**src/rtl/tm_program_driver_if.sv**
```systemverilog
// Host/machine-side signal bundle for the Turing-machine program driver.
// The host (loader plus machine model) drives through master; the driver uses slave.
interface tm_program_driver_if #(parameter int DW = 4);
  logic          load_valid;
  logic          load_ready;
  logic [DW-1:0] load_data;
  logic          start;
  logic          compute_done;
  logic [DW-1:0] input_data;
  logic          Next;
  logic          Done;
  logic          busy;
  logic          finished;
  logic          timeout;
  logic [15:0]   step_count;

  modport master (
    output load_valid, load_data, start, compute_done,
    input  load_ready, input_data, Next, Done, busy, finished, timeout, step_count
  );
  modport slave (
    input  load_valid, load_data, start, compute_done,
    output load_ready, input_data, Next, Done, busy, finished, timeout, step_count
  );
endinterface

```
**src/rtl/tm_program_driver.sv**
```systemverilog
// Buffers a program/tape word stream and replays it into the Turing machine as Next pulses,
// then Done, then Next step pulses until compute_done or the step limit.
module tm_program_driver #(
  parameter int DW        = 4,
  parameter int DEPTH     = 16,
  parameter int HOLD      = 2,
  parameter int MAX_STEPS = 255
) (
  input  logic clock,
  input  logic reset,
  tm_program_driver_if.slave bus
);
  localparam int AW = $clog2(DEPTH);
  localparam int CW = $clog2(DEPTH + 1);
  localparam int HW = (HOLD > 1) ? $clog2(HOLD) : 1;
  localparam logic [HW-1:0] HOLD_LAST = HW'(HOLD - 1);
  localparam logic [15:0]   STEP_MAX  = 16'(MAX_STEPS);

  typedef enum logic [2:0] {IDLE, LD_HI, LD_LO, DN_HI, DN_LO, RUN_HI, RUN_LO, FINISH} state_t;

  state_t        state;
  logic [DW-1:0] mem [DEPTH];
  logic [AW-1:0] wr_ptr, rd_ptr, rd_next;
  logic [CW-1:0] count;
  logic [HW-1:0] hold_cnt;
  logic          hold_end, push;

  assign bus.load_ready = (state == IDLE) && (count != CW'(DEPTH));
  assign push           = bus.load_valid && bus.load_ready;
  assign hold_end       = (hold_cnt == HOLD_LAST);
  assign rd_next        = rd_ptr + AW'(1);

  // Storage has no reset: the pointers alone define what is valid.
  always_ff @(posedge clock)
    if (push) mem[wr_ptr] <= bus.load_data;

  always_ff @(posedge clock or posedge reset) begin
    if (reset) begin
      state          <= IDLE;
      hold_cnt       <= '0;
      wr_ptr         <= '0;
      rd_ptr         <= '0;
      count          <= '0;
      bus.input_data <= '0;
      bus.Next       <= 1'b0;
      bus.Done       <= 1'b0;
      bus.busy       <= 1'b0;
      bus.finished   <= 1'b0;
      bus.timeout    <= 1'b0;
      bus.step_count <= '0;
    end else begin
      if (push) begin
        wr_ptr <= wr_ptr + AW'(1);
        count  <= count + CW'(1);
      end
      case (state)
        IDLE: begin
          hold_cnt <= '0;
          if (bus.start) begin
            bus.busy <= 1'b1;
            if (count != '0) begin
              state          <= LD_HI;
              bus.Next       <= 1'b1;
              bus.input_data <= mem[rd_ptr];
            end else begin
              state    <= DN_HI;
              bus.Done <= 1'b1;
            end
          end
        end
        LD_HI: begin
          if (hold_end) begin
            state    <= LD_LO;
            bus.Next <= 1'b0;
            hold_cnt <= '0;
          end else hold_cnt <= hold_cnt + HW'(1);
        end
        LD_LO: begin
          if (hold_end) begin
            hold_cnt <= '0;
            rd_ptr   <= rd_next;
            count    <= count - CW'(1);
            if (count > CW'(1)) begin
              state          <= LD_HI;
              bus.Next       <= 1'b1;
              bus.input_data <= mem[rd_next];
            end else begin
              state          <= DN_HI;
              bus.Done       <= 1'b1;
              bus.input_data <= '0;
            end
          end else hold_cnt <= hold_cnt + HW'(1);
        end
        DN_HI, DN_LO, RUN_HI, RUN_LO: begin
          // The machine may report completion at any point after Done starts.
          if (bus.compute_done) begin
            state        <= FINISH;
            hold_cnt     <= '0;
            bus.Next     <= 1'b0;
            bus.Done     <= 1'b0;
            bus.busy     <= 1'b0;
            bus.finished <= 1'b1;
          end else if (!hold_end) begin
            hold_cnt <= hold_cnt + HW'(1);
          end else begin
            hold_cnt <= '0;
            case (state)
              DN_HI: begin
                state    <= DN_LO;
                bus.Done <= 1'b0;
              end
              DN_LO, RUN_LO: begin
                if (state == RUN_LO && bus.step_count == STEP_MAX) begin
                  state        <= FINISH;
                  bus.busy     <= 1'b0;
                  bus.finished <= 1'b1;
                  bus.timeout  <= 1'b1;
                end else begin
                  state          <= RUN_HI;
                  bus.Next       <= 1'b1;
                  bus.step_count <= (bus.step_count == STEP_MAX) ? STEP_MAX
                                                                 : bus.step_count + 16'd1;
                end
              end
              RUN_HI: begin
                state    <= RUN_LO;
                bus.Next <= 1'b0;
              end
              default: ;
            endcase
          end
        end
        FINISH: begin
          hold_cnt <= '0;
          if (bus.start) begin
            state          <= IDLE;
            bus.finished   <= 1'b0;
            bus.timeout    <= 1'b0;
            bus.step_count <= '0;
          end
        end
        default: state <= IDLE;
      endcase
    end
  end
endmodule

```
**src/flat_wrapper.sv**
```systemverilog
// flat-port wrapper written by rule: the top's interface ports become plain ports
module tm_program_driver_flat 
#(
  parameter int DW        = 4,
  parameter int DEPTH     = 16,
  parameter int HOLD      = 2,
  parameter int MAX_STEPS = 255
)
  (clock, reset, bus_load_valid, bus_load_data, bus_start, bus_compute_done, bus_load_ready, bus_input_data, bus_Next, bus_Done, bus_busy, bus_finished, bus_timeout, bus_step_count);
  tm_program_driver_if #(.DW(DW)) bus_i ();
  input  logic clock;
  input  logic reset;
  input wire logic [$bits(bus_i.load_valid)-1:0] bus_load_valid;
  input wire logic [$bits(bus_i.load_data)-1:0] bus_load_data;
  input wire logic [$bits(bus_i.start)-1:0] bus_start;
  input wire logic [$bits(bus_i.compute_done)-1:0] bus_compute_done;
  output wire logic [$bits(bus_i.load_ready)-1:0] bus_load_ready;
  output wire logic [$bits(bus_i.input_data)-1:0] bus_input_data;
  output wire logic [$bits(bus_i.Next)-1:0] bus_Next;
  output wire logic [$bits(bus_i.Done)-1:0] bus_Done;
  output wire logic [$bits(bus_i.busy)-1:0] bus_busy;
  output wire logic [$bits(bus_i.finished)-1:0] bus_finished;
  output wire logic [$bits(bus_i.timeout)-1:0] bus_timeout;
  output wire logic [$bits(bus_i.step_count)-1:0] bus_step_count;
  assign bus_i.load_valid = bus_load_valid;
  assign bus_i.load_data = bus_load_data;
  assign bus_i.start = bus_start;
  assign bus_i.compute_done = bus_compute_done;
  assign bus_load_ready = bus_i.load_ready;
  assign bus_input_data = bus_i.input_data;
  assign bus_Next = bus_i.Next;
  assign bus_Done = bus_i.Done;
  assign bus_busy = bus_i.busy;
  assign bus_finished = bus_i.finished;
  assign bus_timeout = bus_i.timeout;
  assign bus_step_count = bus_i.step_count;
  tm_program_driver #(.DW(DW), .DEPTH(DEPTH), .HOLD(HOLD), .MAX_STEPS(MAX_STEPS)) u_core (.clock(clock), .reset(reset), .bus(bus_i));
endmodule
```
**config.mk**
```make
export PLATFORM = sky130hd
export DESIGN_NAME = tm_program_driver_flat
export DESIGN_NICKNAME = d
export VERILOG_FILES = /design/src/rtl/tm_program_driver_if.sv /design/src/rtl/tm_program_driver.sv /design/src/flat_wrapper.sv
export SDC_FILE = /design/constraint.sdc
export NUM_CORES = 1
export LEC_CHECK = 0
export ABC_AREA = 1
export BUFFER_PORTS_ARGS = -buffer_cell sky130_fd_sc_hd__buf_2
export CORE_MARGIN = 5
export CORE_UTILIZATION = 50
export DETAILED_ROUTE_END_ITERATION = 8
export GPL_TIMING_DRIVEN = 0
export PLACE_DENSITY = 0.67
export RECOVER_POWER = 25
export SLEW_MARGIN = 20
export SYNTH_ARGS = -nofsm -noshare
export SYNTH_HDL_FRONTEND = slang
export SYNTH_SLANG_ARGS = --single-unit
```
**constraint.sdc**
```tcl
create_clock -name clock -period 4.9 [get_ports clock]
set_input_delay 1.47 -clock clock [delete_from_list [all_inputs] [get_ports clock]]
set_output_delay 1.47 -clock clock [all_outputs]
set_load 0.01 [all_outputs]
```
# --- Yosys cells after proc, flatten, opt, wreduce, memory -nomap -nowiden ---
# Memories as Yosys holds them, arrays and structs flattened.
# Index checks and enable logic that the tools add are counted.
word_totals:
  ff_bits: 42
  ramBits: 64
  wordCells: 135
  n_memories: 1
op_classes:
  addsub: 6
  magnitude_cmp: 1
  n_eq_ne: 29
  n_mux: 63
  n_reduce_logical: 23
memory_table:
  columns: ["memory", "words", "word_bits", "read_ports", "rd_ports_with_merged_regs", "wr", "line", "text"]
  rows:
  - ["u_core.mem", 16, 4, 2, 0, 1, "tm_program_driver.sv:22", "logic [DW-1:0] mem [DEPTH];"]
ops:
  columns: ["cell", "n"]
  rows:
  - ["16-bit 2-to-1 mux", 6]
  - ["16-bit case mux with 2 select lines", 1]
  - ["1-bit 2-to-1 mux", 30]
  - ["3-bit 2-to-1 mux", 6]
  - ["6-bit AND reduction", 3]
  - ["16-bit by 1-bit adder with 16-bit output, second input constant", 1]
  - ["16-bit by 8-bit == test with 1-bit output, second input constant", 1]
  - ["4-bit 2-to-1 mux", 4]
  - ["5-bit 2-to-1 mux", 3]
  - ["3-bit case mux with 5 select lines", 1]
  - ["2-bit inequality test, second input constant", 7]
  - ["3-bit == test, second input constant", 4]
  - ["2-bit by 1-bit inequality test with 1-bit output, second input constant", 6]
  - ["3-bit by 2-bit inequality test with 1-bit output, second input constant", 4]
  - ["5-bit AND reduction", 2]
  - ["3-bit case mux with 3 select lines", 1]
  - ["9-bit AND reduction", 1]
  - ["4-bit by 1-bit adder with 4-bit output, second input constant", 2]
  - ["1-bit case mux with 2 select lines", 4]
  - ["4-bit case mux with 2 select lines", 1]
  - ["7-bit AND reduction", 1]
  - ["3-bit by 2-bit == test with 1-bit output, second input constant", 2]
  - ["2-bit 2-to-1 mux", 3]
  - ["1-bit case mux with 3 select lines", 2]
  - ["other kinds (20)", 26]

# --- Longest topological paths before layout ---
# Gate-level depths: netlist (run 1).
logic_depth:
  ltp_word: 7
  ltp_mapped: 13

# --- Worst setup path after synthesis (run 1) ---
# Ideal clock, no wire load.
synth_path:
  path_type: "input to register"
  from: "input port bus_load_valid"
  to: "memory u_core.mem[15][0], enable pin"
  setup_time_ns: 0.361
  t_arrival_ns: 2.279
  required_ns: 4.539
  setup_slack_ns: 2.260
  cell_stages: 6
  cell_sequence: "inv_1 nor2_8 inv_2 nor2_2 inv_1 nor3_1"
synth_between:
  elab_chain_len: 3
synth_rtl:
  columns: ["element", "line", "text"]
  rows:
  - ["start: declaration", "flat_wrapper.sv:13", "input wire logic [$bits(bus_i.load_valid)-1:0] bus_load_valid;"]
  - ["1-bit logical AND", "tm_program_driver.sv:29", "assign push = bus.load_valid && bus.load_ready;"]
  - ["1-bit 2-to-1 mux", "tm_program_driver.sv:35", "if (push) mem[wr_ptr] <= bus.load_data;"]
  - ["1-bit 2-to-1 mux (implied by the code)", "tm_program_driver.sv:35", null]
  - ["end: declaration", "tm_program_driver.sv:22", null]
# Every way passes these cells.

# --- Worst setup path after layout (run 1) ---
layout_path:
  from: "register u_core.count[0]"
  to: "output port bus_load_ready"
layout_between:
  elab_chain_len: 2
layout_rtl:
  columns: ["element", "line", "text"]
  rows:
  - ["start: declaration", "tm_program_driver.sv:24", "logic [CW-1:0] count;"]
  - ["start signal: assignment", "tm_program_driver.sv:54", "count <= count + CW'(1);"]
  - ["start signal: assignment", "tm_program_driver.sv:82", "count <= count - CW'(1);"]
  - ["5-bit inequality test", "tm_program_driver.sv:28", "assign bus.load_ready = (state == IDLE) && (count != CW'(DEPTH));"]
  - ["1-bit logical AND", "tm_program_driver.sv:28", null]
  - ["end: declaration", "flat_wrapper.sv:17", "output wire logic [$bits(bus_i.load_ready)-1:0] bus_load_ready;"]
# Every way passes these cells.

==> run summary, run 1 <==
The path with the worst hold slack has its endpoint at u_core.bus.Next$_DFFE_PP0P_. The path type of the worst min-delay path is reg -> reg. The required time of the critical path came out at between 3 and 4 ns. In this run, post-CTS hold repair placed 0 buffers. The top cell types in the final layout, fill and taps aside, are sky130_fd_sc_hd__nand2_1 (251), sky130_fd_sc_hd__nand3_1 (127), sky130_fd_sc_hd__inv_1 (87). By instance count, the cell type seen most on the critical path is sky130_fd_sc_hd__inv_1. The met2 wirelength from detailed routing is 7360 um.

The routability congestion estimate from global placement came out at 0.951. The critical path goes through inv_1, ha_1, nand3_1, nand2_2, inv_1, buf_2. The first-pass iteration count of the detailed router came out at 5.

The synthesized area per cell is 7.84 sq um. The number of H-tree levels came out at 3. The floorplan has 40 rows. The overall global routing resource usage came out at a little under a quarter.

The total overflow left after global routing is 0. The synthesis-to-layout area growth is 11.0%. The clock passes through at most 2 buffers. Counting the buffers created by CTS gives 9. The count of unresolved DRC violations after routing is 0. The standby leakage power is just over 3 nW. At the pin with the least slew margin, the transition time is between 0.9 and 1 ns.

Across the VDD grid, the largest voltage drop is 226 uV. The number of I/O pins came out at 35. The post-route fraction of the period consumed by the critical path is 62.3%. After clock tree synthesis, the repair step resized 0 gates. The utilization after layout is 56.2%. The critical path capture point type is an output pin.

The vertical die dimension came out at between 100 and 150 um. The number of cells on the worst reg-to-reg path is 9. The final count of negative-setup-slack endpoints came out at 0. Once detail routing completed, the nets flagged for antenna violations numbered 0.

The final hold violation count is 0. The worst setup slack for register-to-register paths is 2.48 ns. The worst register-to-register path begins at u_core.state[2]$_DFFE_PP0P_. After synthesis, flip-flops and latches occupy 49.3% of the total area. Entering global routing, the biggest net connects 24 pins. TritonCTS built the clock tree. The starting utilization of the core area came out at just over 50%. The highest cell delay on the worst timing path came out at roughly 0.42 ns. The number of global-route vias before repair came out at 4954. The post-CTS setup buffer count is 0. For this design the ratio of total power to cell area is 259 mW/mm^2. Wires add up to around 17000 um.

Counting every net in the synthesized netlist gives slightly below 800. After the first detailed-routing iteration, the DRC count stood at about 570. The number of pins with negative max-slew slack in the final report was 0. 0 antenna diodes ended up in the layout. The number of input and output port buffers inserted came out at 34.

The net count of the finished layout came out at 835. The final route contains between 5000 and 6000 vias. The run finished with clean final reports.

The global-route wire length before repair came out at 26600 um. After routing, the total negative slack on setup checks comes to 0 ns. The number of unique standard cell types used by synthesis came out at 34. After synthesis the cells add up to 0.00604 sq mm. The number of synthesis warnings came out at 0. The kind of critical path is reg -> out. After detailed routing, the average wire length per cell comes to ~17 um. The ratio of cells with drive above 1 in the final layout came out at about a tenth.

In this run the most critical hold path is launched from u_core.bus.Next$_DFFE_PP0P_. The die area came out at about 0.014 sq mm. The max-capacitance violation count came out at 0.

Along the worst hold path, the cell count comes to 2. Between clock sinks in the finished design, the worst skew comes to between 0.01 and 0.015 ns. The commonest non-fill, non-tap cell in the layout is sky130_fd_sc_hd__nand2_1. Setup repair after global routing left no endpoint under its margin. In this run the critical register-to-register path is captured at u_core.mem[15][0]$_DFFE_PP_. The detailed placer's ending HPWL is about 12000 um. The clock insertion delay at the later pin of the skew report is roughly 0.36 ns.

After detailed routing, the number of vias per cell comes to between 5 and 6. The floorplan step set the die width to roughly 120 um. The worst setup path is launched from a flop. After detailed routing, the met3 layer carries around 1100 um of wire. The number of antenna violations at the first check in global routing was 0.

The area of the core is 0.0119 sq mm. In this run the top signal layer used is met4. The total of flip-flops plus latches after synthesis is between 100 and 150. The endpoint arrival time on the critical path is approximately 1.6 ns. The clock-pin transition on the worst setup and hold timing paths is ~0.070 ns. In this run the clock root is driven by a sky130_fd_sc_hd__clkbuf_16. The met1 wire length came out at 7910 um.

The maximum frequency from static timing analysis came out at between 0.3 and 0.4 GHz. The post-layout minimum cycle time is 3.05 ns. The highest fanout seen on the critical path came out at 4.

The number of cells produced by synthesis is between 700 and 800. The number of sinks handled by clock tree synthesis is roughly 110. The normalized max-slew margin came out at between 30% and 40%. The master of the slowest instance on the critical path is sky130_fd_sc_hd__dfrtp_1.
[critical path, delay by kind of cell, from the launching register on]
family,cells,cell delay (ns)
flip-flops,1,0.42
buffers and inverters,3,0.33
adder cells (fa/ha/maj),1,0.22
AND/OR/NAND/NOR,2,0.24
[per-layer routing]
metal	GRT usage [%]	up-vias
met2	35.6	216
met4	8.52	0
li1	-	2579
met1	35.3	2559
met3	4.05	29
met5	0	-
[cell type report]
cell class	count	area, sq um
repair buffers	35	186
clock buffers	11	233
flip-flops and latches	106	2970
well taps	147	184
clock inverters	5	62.6
fillers	1145	5210
plain buffers	25	114
inverters	96	360
multi-input cells	543	2590
[per-stage QoR]
stage	instances	instance area [sq um]	total power [mW]	worst slack, ns	hold WS (ns)
after global routing	968	6700	1.79	1.75	0.489
final	968	6700	1.74	1.85	0.478
after detailed placement	952	6410	1.02	1.79	0.458
after global placement	951	6390	1.01	1.72	0.455
after floorplan	770	6040	0.993	2.26	0.484
after CTS	968	6710	1.75	1.83	0.479
[how the worst max path moves through the flow]
stage	start	end	slack, ns	cells past startpoint
6_report	u_core.count[0]$_DFF_PP0_	bus_load_ready	1.85	6
5_1_grt	u_core.count[0]$_DFF_PP0_	bus_load_ready	1.75	6
4_1_cts	u_core.count[0]$_DFF_PP0_	bus_load_ready	1.83	6
3_5_place_dp	bus_load_valid	u_core.mem[15][1]$_DFFE_PP_	1.79	7
3_3_place_gp	reset	u_core.bus.input_data[3]$_DFFE_PP0P_	1.72	2
2_1_floorplan	bus_load_valid	u_core.mem[15][0]$_DFFE_PP_	2.26	6
[logic make-up (layout without fill, tap and decap cells)]
logic type,count (synthesis),after routing,synth area share (%)
compound gates,52,52,4.91
xor+xnor,15,15,2.18
fa+ha+maj,10,10,2.07
buf+inv,121,172,7.86
flops,106,106,49.3
simple gates,466,466,33.7
[cell usage after synthesis, drive strengths merged]
master   number  area share, %
a2111oi       1           0.15
a21oi        10           0.83
buf          10           0.95
clkbuf       15           0.93
clkinv        3           0.19
dfrtp        42             17
edfxtp       64             32
ha           10            2.1
inv          93            5.8
nand2       258             16
nand3       129             11
nand3b        1           0.12
nand4         5           0.52
nor2         61            4.8
nor3          9           0.75
nor3b         1           0.12
o21ai        37            3.3
o22ai         4           0.62
or2           2           0.21
xnor2         1           0.15
xor2         14            2.0
[flip-flops by register name, summed over array words and instances (netlist names)]
| register | flops |
|---|---|
| u_core.wr_ptr | 4 |
| u_core.bus.busy | 1 |
| u_core.count | 5 |
| u_core.mem | 64 |
| u_core.bus.Done | 1 |
| u_core.bus.finished | 1 |
| u_core.state | 3 |
| u_core.bus.timeout | 1 |
| u_core.bus.Next | 1 |
| u_core.hold_cnt | 1 |
| u_core.bus.step_count | 16 |
| u_core.rd_ptr | 4 |
| u_core.bus.input_data | 4 |
[power breakdown]
part           switching, mW  total (mW)  internal (mW)
clock network          0.338       0.740          0.402
logic                 0.0301      0.0410         0.0109
registers            0.00429       0.956          0.952
(Power assumes the default switching activity.)
==> run 2, diff against run 1 <==
Clock period 4.9 ns to 3.2 ns, I/O delays scaled along.
==> run 2 against run 1 <==
Net effect:
- via count shrank 0.41%
- power grew 53%
- clock power grew 53%
- combinational power grew 53%
- non-clock buffer count is the same
- highest routed layer unchanged
==> run summary, run 2 (same netlist as run 1, synthesis figures left out) <==
The endpoint arrival time on the critical path came out at 1.58 ns (about the same). The normalized max-slew margin came to 35.5% (was 35.4%). The first-pass iteration count of the detailed router is 5 (unchanged). The worst clock skew is 0.00930 ns (was 0.0114 ns).

The detailed-route via count came to 5361 (was 5383). Largest regs: u_core.mem: 64 flops, u_core.bus.step_count: 16 flops, u_core.count: 5 flops (unchanged). Counting I/O delays and the setup requirement, the final critical path takes 2.54 ns. The maximum number of pins on one net before global-route repair came to 24 (unchanged). The starting utilization of the core area came to 50.7% (unchanged).

The number of antenna repair diodes came out at 0 (unchanged). The flip-flop count of the largest register after layout came out at 64 (unchanged). The TritonCTS buffer count is 9 (unchanged). The number of buffers inserted by hold repair at cts is 0 (unchanged). The standby leakage power is 3.09 nW (about the same). Top library cells by usage in the layout, fill and taps aside: sky130_fd_sc_hd__nand2_1 (251), sky130_fd_sc_hd__nand3_1 (127), sky130_fd_sc_hd__inv_1 (87) (unchanged). The number of placement rows is 40 (unchanged).

The most flop-heavy register is u_core.mem (unchanged). The max-capacitance violation count came out at 0 (unchanged). The DRC marker count from the first detailed-route iteration came out at 519 (was 571).

The final hold violation count came out at 0 (unchanged). The path type of the worst min-delay path is reg -> reg (unchanged). The number of gates given a new drive strength after cts is 0 (unchanged). The number of nets with antenna violations after detailed routing is 0 (unchanged).

The area of the core came out at 0.0119 sq mm (unchanged). The clock insertion delay at the later pin of the skew report came out at 0.36 ns (about the same). The number of global-route vias before repair is 4954 (unchanged). The ratio of total power to cell area is 397 mW/mm^2 (was 259 mW/mm^2).

The final setup slack of the worst path was 0.662 ns (was 1.85 ns). The vertical die dimension came to 120 um (unchanged). The CTS tree was done (unchanged).

The number of antenna violations at the first check in global routing was 0 (unchanged). The worst setup slack for register-to-register paths is 0.77 ns (was 2.48 ns). The count of unresolved DRC violations after routing came out at 0 (unchanged). The hold slack is 0.477 ns (was 0.478 ns).

The critical path capture point type is an output pin (unchanged). The final-layout fill cell count is 1144 (was 1145). After layout, the worst path uses 79.3% of the clock period. The maximum ir drop on the vdd rail is 346 uV (was 226 uV). The post-CTS setup buffer count came out at 0 (unchanged). The die area is 0.0144 sq mm (unchanged). The highest fanout seen on the critical path came out at 4 (unchanged). The total wirelength of the detailed-routed design was 16700 um (about the same). The total grt overflow is 0 (unchanged).

The kind of critical path was reg -> out (unchanged). The slew of the pin with the lowest slew margin is 0.966 ns (was 0.967 ns). The critical path launch point type was a flop (unchanged).

The maximum root-to-sink buffer count is 2 (unchanged). The number of I/O pins came out at 35 (unchanged). The detailed placer's ending HPWL is 12100 um (unchanged). The routability congestion estimate from global placement is 0.951 (unchanged).

The commonest non-fill, non-tap cell in the layout is sky130_fd_sc_hd__nand2_1 (unchanged). The number of input and output port buffers inserted was 34 (unchanged). The vias per cell came out at 5.54 (was 5.56). The overall global routing resource usage is 23.9% (unchanged).

The die outline width came out at 120 um (unchanged). The sum of negative setup slack came to 0 ns (unchanged). The ratio of cells with drive above 1 in the final layout came out at 10.5% (was 10.4%). The number of pins with negative max-slew slack in the final report came out at 0 (unchanged). The per-cell routed wire length is 17.3 um (about the same). The number of H-tree levels came to 3 (unchanged). The number of sinks handled by clock tree synthesis came out at 106 (unchanged). Outcome: finished clean (unchanged).

Unrepaired setup endpoints after global routing: false (unchanged). The required time of the critical path came to 2.24 ns (was 3.43 ns). The synthesis-to-layout area growth is 11.0% (about the same).

The net count of the finished layout is 835 (unchanged). The final count of negative-setup-slack endpoints is 0 (unchanged). The maximum frequency from static timing analysis came out at 0.394 GHz. The post-place setup slack is 0.602 ns (was 1.79 ns). The global-route wire length before repair came out at 26600 um (unchanged).

The buffer type at the clock tree root is sky130_fd_sc_hd__clkbuf_16 (unchanged). The clock-pin transition on the worst setup and hold timing paths came out at 0.07 ns (about the same).
-- run 2: power by group --
group          switching, mW  total [mW]  internal, mW  leakage, nW
registers            0.00658        1.46          1.46         1.10
logic                 0.0460      0.0627        0.0167         1.85
clock network          0.516        1.13         0.615        0.142
total                  0.569        2.66          2.09         3.09
-- run 2: cell type report --
type | instances | area, sq um | area share, %
buffer | 25 | 114 | 1.70
clock buffer | 11 | 233 | 3.47
clock inverter | 5 | 62.6 | 0.934
inverter | 96 | 360 | 5.38
multi-input combinational | 543 | 2590 | 38.6
sequential | 106 | 2970 | 44.4
tap | 147 | 184 | 2.74
timing repair buffer | 35 | 186 | 2.78
-- run 2: path summary, 6_finish.rpt --
path                                           endpoint                         from  depth (start not counted)
max                                      bus_load_ready    u_core.count[0]$_DFF_PP0_                          6
min                         u_core.bus.Next$_DFFE_PP0P_  u_core.bus.Next$_DFFE_PP0P_                          2
max reg2reg                 u_core.mem[15][0]$_DFFE_PP_  u_core.state[2]$_DFFE_PP0P_                          9
min reg2reg                 u_core.bus.Next$_DFFE_PP0P_  u_core.bus.Next$_DFFE_PP0P_                          2
max in group asynchronous   u_core.bus.Next$_DFFE_PP0P_                        reset                          3
min in group asynchronous  u_core.wr_ptr[1]$_DFFE_PP0P_                        reset                          2
-- run 2: critical path, cell delays in order, from the launching register on --
cell                      delay [ns]
sky130_fd_sc_hd__dfrtp_1        0.42
sky130_fd_sc_hd__inv_1          0.15
sky130_fd_sc_hd__ha_1           0.22
sky130_fd_sc_hd__nand3_1        0.10
sky130_fd_sc_hd__nand2_2        0.14
sky130_fd_sc_hd__inv_1          0.05
sky130_fd_sc_hd__buf_2          0.13
-- run 2: routing by layer --
layer | global-route usage, % | wire length (um)
met2 | 35.6 | 7350
met4 | 8.52 | 426
met1 | 35.3 | 7750
met5 | 0 | 0
met3 | 4.05 | 1190
-- run 2: stage by stage --
stage,power (mW),cells,utilization (%),instance area (sq um)
floorplan,1.52,770,-,6040
global placement,1.55,951,53.6,6390
detailed placement,1.56,952,53.8,6410
CTS,2.69,968,56.3,6710
global route,2.75,968,56.3,6700
finish,2.66,968,56.3,6700
